### src/rtl/fetch_pkg.sv
`default_nettype none
// ============================================================================
//  Module   : fetch_pkg
//  Purpose  : Shared state encoding and fetch constants for fetch_unit.
//  Revision : 1.0
// ============================================================================
package fetch_pkg;

    localparam int unsigned PC_STEP   = 4;
    localparam logic [31:0] NOP_INSTR = 32'h0000_0000;

    typedef enum logic [1:0] {
        ST_LOAD   = 2'd0,
        ST_WAIT   = 2'd1,
        ST_HOLD   = 2'd2,
        ST_COMMIT = 2'd3
    } fetch_state_e;

endpackage
`default_nettype wire

### src/rtl/fetch_unit.sv
`default_nettype none
// ============================================================================
//  Module   : fetch_unit
//  Purpose  : Instruction-fetch FSM between the pc register and decode, with
//             memory handshake, decode stall buffering and branch redirect.
//  Revision : 1.0
// ============================================================================
module fetch_unit #(
    parameter int               WIDTH     = 32,
    parameter int unsigned      PC_STEP   = fetch_pkg::PC_STEP,
    parameter logic [WIDTH-1:0] NOP_INSTR = WIDTH'(fetch_pkg::NOP_INSTR)
) (
    input  logic             Clock_in,
    input  logic             Signal_reset,
    input  logic [WIDTH-1:0] Pc_in,
    output logic [WIDTH-1:0] Pc_next,
    output logic             Pc_write,
    output logic             Mem_req,
    output logic [WIDTH-1:0] Mem_addr,
    input  logic             Mem_ready,
    input  logic [WIDTH-1:0] Mem_data,
    input  logic             Stall_in,
    input  logic             Branch_taken,
    input  logic [WIDTH-1:0] Branch_target,
    output logic [WIDTH-1:0] Instr_out,
    output logic [WIDTH-1:0] Pc_out,
    output logic             Valid_out
);
    import fetch_pkg::*;

    fetch_state_e     state_q, state_d;
    logic             mem_req_q, mem_req_d;
    logic [WIDTH-1:0] mem_addr_q, mem_addr_d;
    logic [WIDTH-1:0] pc_next_q, pc_next_d;
    logic             pc_write_q, pc_write_d;
    logic [WIDTH-1:0] instr_out_q, instr_out_d;
    logic [WIDTH-1:0] pc_out_q, pc_out_d;
    logic             valid_out_q, valid_out_d;
    logic             redir_flag_q, redir_flag_d;
    logic [WIDTH-1:0] redir_target_q, redir_target_d;
    logic [WIDTH-1:0] hold_instr_q, hold_instr_d;
    logic [WIDTH-1:0] hold_pc_q, hold_pc_d;

    always_comb begin
        state_d        = state_q;
        mem_req_d      = mem_req_q;
        mem_addr_d     = mem_addr_q;
        pc_next_d      = pc_next_q;
        pc_write_d     = 1'b0;
        instr_out_d    = instr_out_q;
        pc_out_d       = pc_out_q;
        valid_out_d    = 1'b0;
        redir_flag_d   = redir_flag_q;
        redir_target_d = redir_target_q;
        hold_instr_d   = hold_instr_q;
        hold_pc_d      = hold_pc_q;

        case (state_q)
            ST_LOAD: begin
                if (Branch_taken) begin
                    pc_next_d  = Branch_target;
                    pc_write_d = 1'b1;
                    state_d    = ST_COMMIT;
                end else begin
                    mem_addr_d = Pc_in;
                    mem_req_d  = 1'b1;
                    state_d    = ST_WAIT;
                end
            end

            ST_WAIT: begin
                // The memory read cannot be aborted; remember the redirect instead.
                if (Branch_taken) begin
                    redir_flag_d   = 1'b1;
                    redir_target_d = Branch_target;
                end
                if (Mem_ready) begin
                    mem_req_d = 1'b0;
                    if (Branch_taken || redir_flag_q) begin
                        pc_next_d    = Branch_taken ? Branch_target : redir_target_q;
                        pc_write_d   = 1'b1;
                        redir_flag_d = 1'b0;
                        state_d      = ST_COMMIT;
                    end else if (!Stall_in) begin
                        instr_out_d = Mem_data;
                        pc_out_d    = mem_addr_q;
                        valid_out_d = 1'b1;
                        pc_next_d   = mem_addr_q + WIDTH'(PC_STEP);
                        pc_write_d  = 1'b1;
                        state_d     = ST_COMMIT;
                    end else begin
                        hold_instr_d = Mem_data;
                        hold_pc_d    = mem_addr_q;
                        state_d      = ST_HOLD;
                    end
                end
            end

            ST_HOLD: begin
                if (Branch_taken) begin
                    pc_next_d  = Branch_target;
                    pc_write_d = 1'b1;
                    state_d    = ST_COMMIT;
                end else if (!Stall_in) begin
                    instr_out_d = hold_instr_q;
                    pc_out_d    = hold_pc_q;
                    valid_out_d = 1'b1;
                    pc_next_d   = hold_pc_q + WIDTH'(PC_STEP);
                    pc_write_d  = 1'b1;
                    state_d     = ST_COMMIT;
                end
            end

            ST_COMMIT: begin
                // A branch here replaces the PC update that is about to land.
                if (Branch_taken) begin
                    pc_next_d  = Branch_target;
                    pc_write_d = 1'b1;
                end else begin
                    state_d = ST_LOAD;
                end
            end

            default: state_d = ST_LOAD;
        endcase
    end

    always_ff @(posedge Clock_in) begin
        if (Signal_reset) begin
            state_q        <= ST_LOAD;
            mem_req_q      <= 1'b0;
            mem_addr_q     <= '0;
            pc_next_q      <= '0;
            pc_write_q     <= 1'b0;
            instr_out_q    <= NOP_INSTR;
            pc_out_q       <= '0;
            valid_out_q    <= 1'b0;
            redir_flag_q   <= 1'b0;
            redir_target_q <= '0;
            hold_instr_q   <= '0;
            hold_pc_q      <= '0;
        end else begin
            state_q        <= state_d;
            mem_req_q      <= mem_req_d;
            mem_addr_q     <= mem_addr_d;
            pc_next_q      <= pc_next_d;
            pc_write_q     <= pc_write_d;
            instr_out_q    <= instr_out_d;
            pc_out_q       <= pc_out_d;
            valid_out_q    <= valid_out_d;
            redir_flag_q   <= redir_flag_d;
            redir_target_q <= redir_target_d;
            hold_instr_q   <= hold_instr_d;
            hold_pc_q      <= hold_pc_d;
        end
    end

    assign Pc_next   = pc_next_q;
    assign Pc_write  = pc_write_q;
    assign Mem_req   = mem_req_q;
    assign Mem_addr  = mem_addr_q;
    assign Instr_out = instr_out_q;
    assign Pc_out    = pc_out_q;
    assign Valid_out = valid_out_q;

endmodule
`default_nettype wire

### config.mk
export PLATFORM = sky130hd
export DESIGN_NAME = fetch_unit
export DESIGN_NICKNAME = d
export VERILOG_FILES = /design/src/rtl/fetch_pkg.sv /design/src/rtl/fetch_unit.sv
export SDC_FILE = /design/constraint.sdc
export NUM_CORES = 1
export LEC_CHECK = 0
export CAP_MARGIN = 20
export CORE_UTILIZATION = 44
export CTS_CLUSTER_DIAMETER = 100
export CTS_CLUSTER_SIZE = 30
export DETAILED_ROUTE_END_ITERATION = 10
export PLACE_DENSITY = 0.73
export SLEW_MARGIN = 20
export SYNTH_ARGS = -nofsm -noshare
export SYNTH_HDL_FRONTEND = slang
export SYNTH_SLANG_ARGS = --single-unit
### constraint.sdc
create_clock -name Clock_in -period 1.8 [get_ports Clock_in]
set_input_delay 0.18 -clock Clock_in [delete_from_list [all_inputs] [get_ports Clock_in]]
set_output_delay 0.18 -clock Clock_in [all_outputs]
set_load 0.05 [all_outputs]
# After elaboration in Yosys (flattened, before gate mapping)
# Cells that the tools add are included.
# totals
regBits	230
input_bits	101
out_inout_bits	131
word_cells	84
# classes
n_addsub	2
n_eq_ne	13
muxes	44
bitwise_logic	2
reduce_logical	11
# op_table
cell	count
two-way mux 32 bit	17
case mux 32 bit (2 select lines)	2
case mux 32 bit (3 select lines)	1
adder 32 x 3 -> 32 bit, second input constant	2
two-way mux 1 bit	15
!= test 2 bit, second input constant	7
two-way mux 2 bit	5
case mux 2 bit (4 select lines)	1
AND reduction 4 bit	2
!= test 3 bit, second input constant	2
AND reduction 3 bit	2
AND reduction 6 bit	1
== test 2 bit, second input constant	2
case mux 1 bit (2 select lines)	2
nonzero test 2 bit	2
case mux 1 bit (3 select lines)	1
== test 2 x 1 -> 1 bit, second input constant	1
logical NOT 2 bit	1
!= test 2 x 1 -> 1 bit, second input constant	1
NOT 1 bit	2
AND reduction 2 bit	1
OR reduction 2 bit	1
logical OR 1 bit	1

# Depth between registers and ports, before layout
# Gate-level depths: netlist of the first run.
# depth
word_depth	5
ltp_mapped	10

# Worst setup path after synthesis of the first run
# Ideal clock, no wire load.
# synth_timing
path_kind	reg-to-reg
start	reg mem_addr_q[2], in the netlist Mem_addr[2]
end	reg pc_next_q[30], in the netlist Pc_next[30]
setup_ns	0.134
t_arrival_ns	2.148
t_required_ns	1.666
slack_ns	-0.482
path_stages_with_launch	8
n_path_buf	0
path_cell_list	dfxtp_1 > ha_1 > nand4_1 > nor4_4 > nand3_1 > xnor2_1 > o211ai_1 > o211ai_1
# synth_via
elab_chain_len	5
# synth_rtl
item	line	source
start: declaration	fetch_unit.sv:33	logic [WIDTH-1:0] mem_addr_q, mem_addr_d;
start signal: assignment	fetch_unit.sv:145	mem_addr_q <= mem_addr_d;
adder 32 x 3 -> 32 bit	fetch_unit.sv:88	pc_next_d = mem_addr_q + WIDTH'(PC_STEP);
two-way mux 32 bit	fetch_unit.sv:84	end else if (!Stall_in) begin
two-way mux 32 bit	fetch_unit.sv:79	if (Branch_taken || redir_flag_q) begin
two-way mux 32 bit	fetch_unit.sv:77	if (Mem_ready) begin
case mux 32 bit (3 select lines)	fetch_unit.sv:58	case (state_q)
end signal: assignment	fetch_unit.sv:146	pc_next_q <= pc_next_d;
end: declaration	fetch_unit.sv:34	logic [WIDTH-1:0] pc_next_q, pc_next_d;
# Every way passes these cells. The select of a mux whose other input is x is not followed.
# A chain may end at the register's enable or synchronous reset.

# Final worst setup path of the first run
# layout_timing
start	reg state_q[0]
end	reg pc_out_q[26], in the netlist Pc_out[26]
# layout_via
elab_chain_len	3
# layout_rtl
item	line	source
start: declaration	fetch_unit.sv:31	fetch_state_e state_q, state_d;
start signal: assignment	fetch_unit.sv:143	state_q <= state_d;
== test 2 x 1 -> 1 bit / == test 2 bit (equally long branches)	fetch_unit.sv:58	
!= test 2 bit (no source line) / nonzero test 2 bit (equally long branches)	-	
AND reduction 6 bit (no source line)	-	
end signal: assignment	fetch_unit.sv:149	pc_out_q <= pc_out_d;
end: declaration	fetch_unit.sv:37	logic [WIDTH-1:0] pc_out_q, pc_out_d;
# Parallel ways exist; a longest one is shown, timed or not.

==> impl_metrics.tcl, run 1 <==
set metrics [dict create \
    drtIter0Drc 1031 \
    viasPerCell 5.71 \
    endpoint_kind "register" \
    cellLeakagePower_nw 6.89 \
    final_max_slew_viol_count 0 \
    place_congestion 0.950 \
    vias 12015 \
    hold_path.class "input port to register" \
    grt.overflow.total 0 \
    die_w_um 162 \
    layout_common_cells "nand2_1, buf_4, dfxtp_1" \
    finalHoldViolCount 0 \
    reg2reg_depth 11 \
    final-instance-count-excl-fill 2106 \
    die_h_um 162 \
    status "finished with violations" \
    postSynthCellCount 1412 \
    grt_pass1_wl_um 62200 \
    grt_max_degree 75 \
    synth_edf_count 0 \
    grt_antenna_before_repair 0 \
    ios 232 \
    clock_latency_ps 510 \
    ys_seq_area_frac 0.411 \
    wl_per_cell_um 20.3 \
    cp_max_fo 8 \
    die_area_mm2 0.0261 \
    dpl.hpwl_um 27500 \
    numCtsBuffers 12 \
    floorplan.initialDensity 0.447 \
    worstPathRequired_ps 2210 \
    portBuffers 231 \
    slew_headroom 0.563 \
    yosysWarningCount 0 \
    synthTopCellsByArea "dfxtp_1, nand2_1, a21oi_1" \
    dr.pass1.iters 8 \
    first_global_vias 11308 \
    final_antenna_net_count 0 \
    violations "setup timing" \
    dpl_cell_area_mm2 0.0149 \
    ys_seq_elements 230 \
    timing.fmax_mhz 499 \
    tightest_slew_ps 654 \
    final_cell_area_mm2 0.0175 \
    drive_above_1_share 0.350 \
    syn-cell-area_mm2 0.0112 \
    syn_nets 1519 \
    skew_ps 34.2 \
    clock_tree.buffer_depth 3 \
    area_delta_synth_final_pct 55.6 \
    timing.final.crit_share 1.11 \
    regArea_mm2 0.00470 \
    rows 58 \
    rsz0062_at_grt "true" \
    hold_slack_ps 129 \
    ctsRootBufferMaster "clkbuf_16" \
    synth_flop_cell "dfxtp_1" \
    grt.total_usage 0.298 \
    core_region_area_mm2 0.0251 \
    synthDistinctLibCells 59 \
    drc_errors 0 \
    hold_depth 4 \
    dp_cells 2022 \
    cts_tree "yes" \
    clock-sinks 230 \
    drt_wl_total_um 42700 \
    worstPathArrival_ps 2420 \
    fin_nets 1877 \
    fin_crit_ps 2010 \
    htree_levels 1 \
    final_common_cell "nand2_1" \
    ir_drop_mv 1.02 \
    fin_ws_ps -205 \
    n_antenna_cell 0 \
    multi_input_area_mm2 0.00734 \
    max_cap_viol_count 0 \
    setup_viol 141 \
    syn_area_per_cell_um2 7.94 \
    critPathKind "register to register" \
    synth_top_area_cell "dfxtp_1" \
    path_clk_slew_ps 110 \
    final_util 0.695 \
    synth_top_cell_area_share 0.411 \
    async_reset_ff_frac 0 \
    hold_buffers 0 \
    fillers 1965 \
    power.density_mw_per_mm2 1230 \
    crit_path_start_kind "register" \
]
[routing by layer]
layer	vias to the layer above	track usage	part of all wire
li1	5653	-	-
met2	502	0.473	0.46
met1	5796	0.402	0.42
met3	64	0.0734	0.094
met4	0	0.0806	0.026
met5	-	0	0
[registers in the layout (all words and copies together) (netlist names), 2 cells and up]
register and count:
Instr_out 32, Pc_out 32, redir_target_q 32, state_q 2, hold_instr_q 32, Pc_next 32, hold_pc_q 32, Mem_addr 32
[final cells by class]
cell class,instances,share of cell area
tap,330,0.0237
sequential,230,0.269
inverter,16,0.00409
clock buffer,16,0.0193
multi-input combinational,1046,0.420
timing repair buffer,464,0.261
clock inverter,4,0.00215
[stage by stage]
| step | total power, mW | setup TNS, ps | worst slack, ps |
|---|---|---|---|
| 2_1_floorplan | 12.7 | -3720 | -64.6 |
| 3_3_place_gp | 16.3 | -31250 | -311 |
| 3_5_place_dp | 16.5 | -34650 | -305 |
| 4_1_cts | 20.2 | -6010 | -138 |
| 5_1_grt | 22.3 | -19000 | -218 |
| 6_report | 21.5 | -12720 | -205 |
[path summary, 6_finish.rpt]
path	end	from	slack [ps]
worst max-delay path	Pc_out[26]	state_q[0]	-210
worst min-delay path	Pc_next[30]	Signal_reset	130
worst max register to register	Pc_out[26]	state_q[0]	-210
worst min register to register	Pc_next[4]	Pc_next[4]	460
[repair_timing]
item | CTS | global route
setup buffers | 29 | 24
gates cloned | 8 | 13
gates resized for setup | 167 | 244
endpoints found under the setup margin | 173 | 150
pin swaps | 35 | 103
[critical path, cell delays in order (launching register included)]
cell and delay (ps):
dfxtp_4 380, buf_6 120, ha_4 170, buf_12 130
nor2b_4 150, a31oi_4 50, nor3_4 170, buf_6 170
buf_12 150, buf_12 140, nor2_4 40, a211oi_4 240
[cell usage after synthesis, types with 11 or more instances]
| cell | instances |
|---|---|
| buf_2 | 30 |
| o21ai_0 | 37 |
| a221oi_1 | 11 |
| dfxtp_1 | 230 |
| nand4_1 | 16 |
| a211oi_1 | 70 |
| xor2_1 | 18 |
| nor3_1 | 18 |
| nand2_1 | 327 |
| clkbuf_1 | 68 |
| a21oi_1 | 171 |
| nor2_1 | 111 |
| xnor2_1 | 35 |
| a31oi_1 | 13 |
| inv_1 | 16 |
| o211ai_1 | 19 |
| nand3_1 | 21 |
| buf_1 | 11 |
| mux2i_1 | 72 |
[kinds of logic (layout without fill, tap and decap cells)]
| group | after synthesis | after routing | share of synthesized area |
|---|---|---|---|
| compound gates | 363 | 363 | 0.200 |
| xor+xnor | 53 | 53 | 0.0414 |
| fa+ha+maj | 6 | 6 | 0.00669 |
| buf+inv | 136 | 500 | 0.0553 |
| flops | 230 | 230 | 0.411 |
| mux | 75 | 75 | 0.0673 |
| simple gates | 549 | 549 | 0.219 |
[power breakdown]
group	internal, mW	leakage (nW)	switching (mW)
Combinational	4.70	4.82	7.04
Clock	1.37	0.179	1.79
Sequential	5.95	1.89	0.625
(Power assumes the default switching activity.)
==> inputs of run 2 (changes only) <==
--- a/config.mk
+++ b/config.mk
@@ -10,6 +10,7 @@
 export CTS_CLUSTER_DIAMETER = 100
 export CTS_CLUSTER_SIZE = 30
 export DETAILED_ROUTE_END_ITERATION = 10
+export GPL_ROUTABILITY_DRIVEN = 1
 export PLACE_DENSITY = 0.73
 export SLEW_MARGIN = 20
 export SYNTH_ARGS = -nofsm -noshare
==> results of run 2 <==
No change in the layout: final DEF, timing and power equal those of run 1.
==> inputs of run 3 (changes only) <==
--- a/config.mk
+++ b/config.mk
@@ -10,7 +10,6 @@
 export CTS_CLUSTER_DIAMETER = 100
 export CTS_CLUSTER_SIZE = 30
 export DETAILED_ROUTE_END_ITERATION = 10
-export GPL_ROUTABILITY_DRIVEN = 1
 export PLACE_DENSITY = 0.73
 export SLEW_MARGIN = 20
 export SYNTH_ARGS = -nofsm -noshare
==> results of run 3 <==
No change in the layout: final DEF, timing and power equal those of run 1.
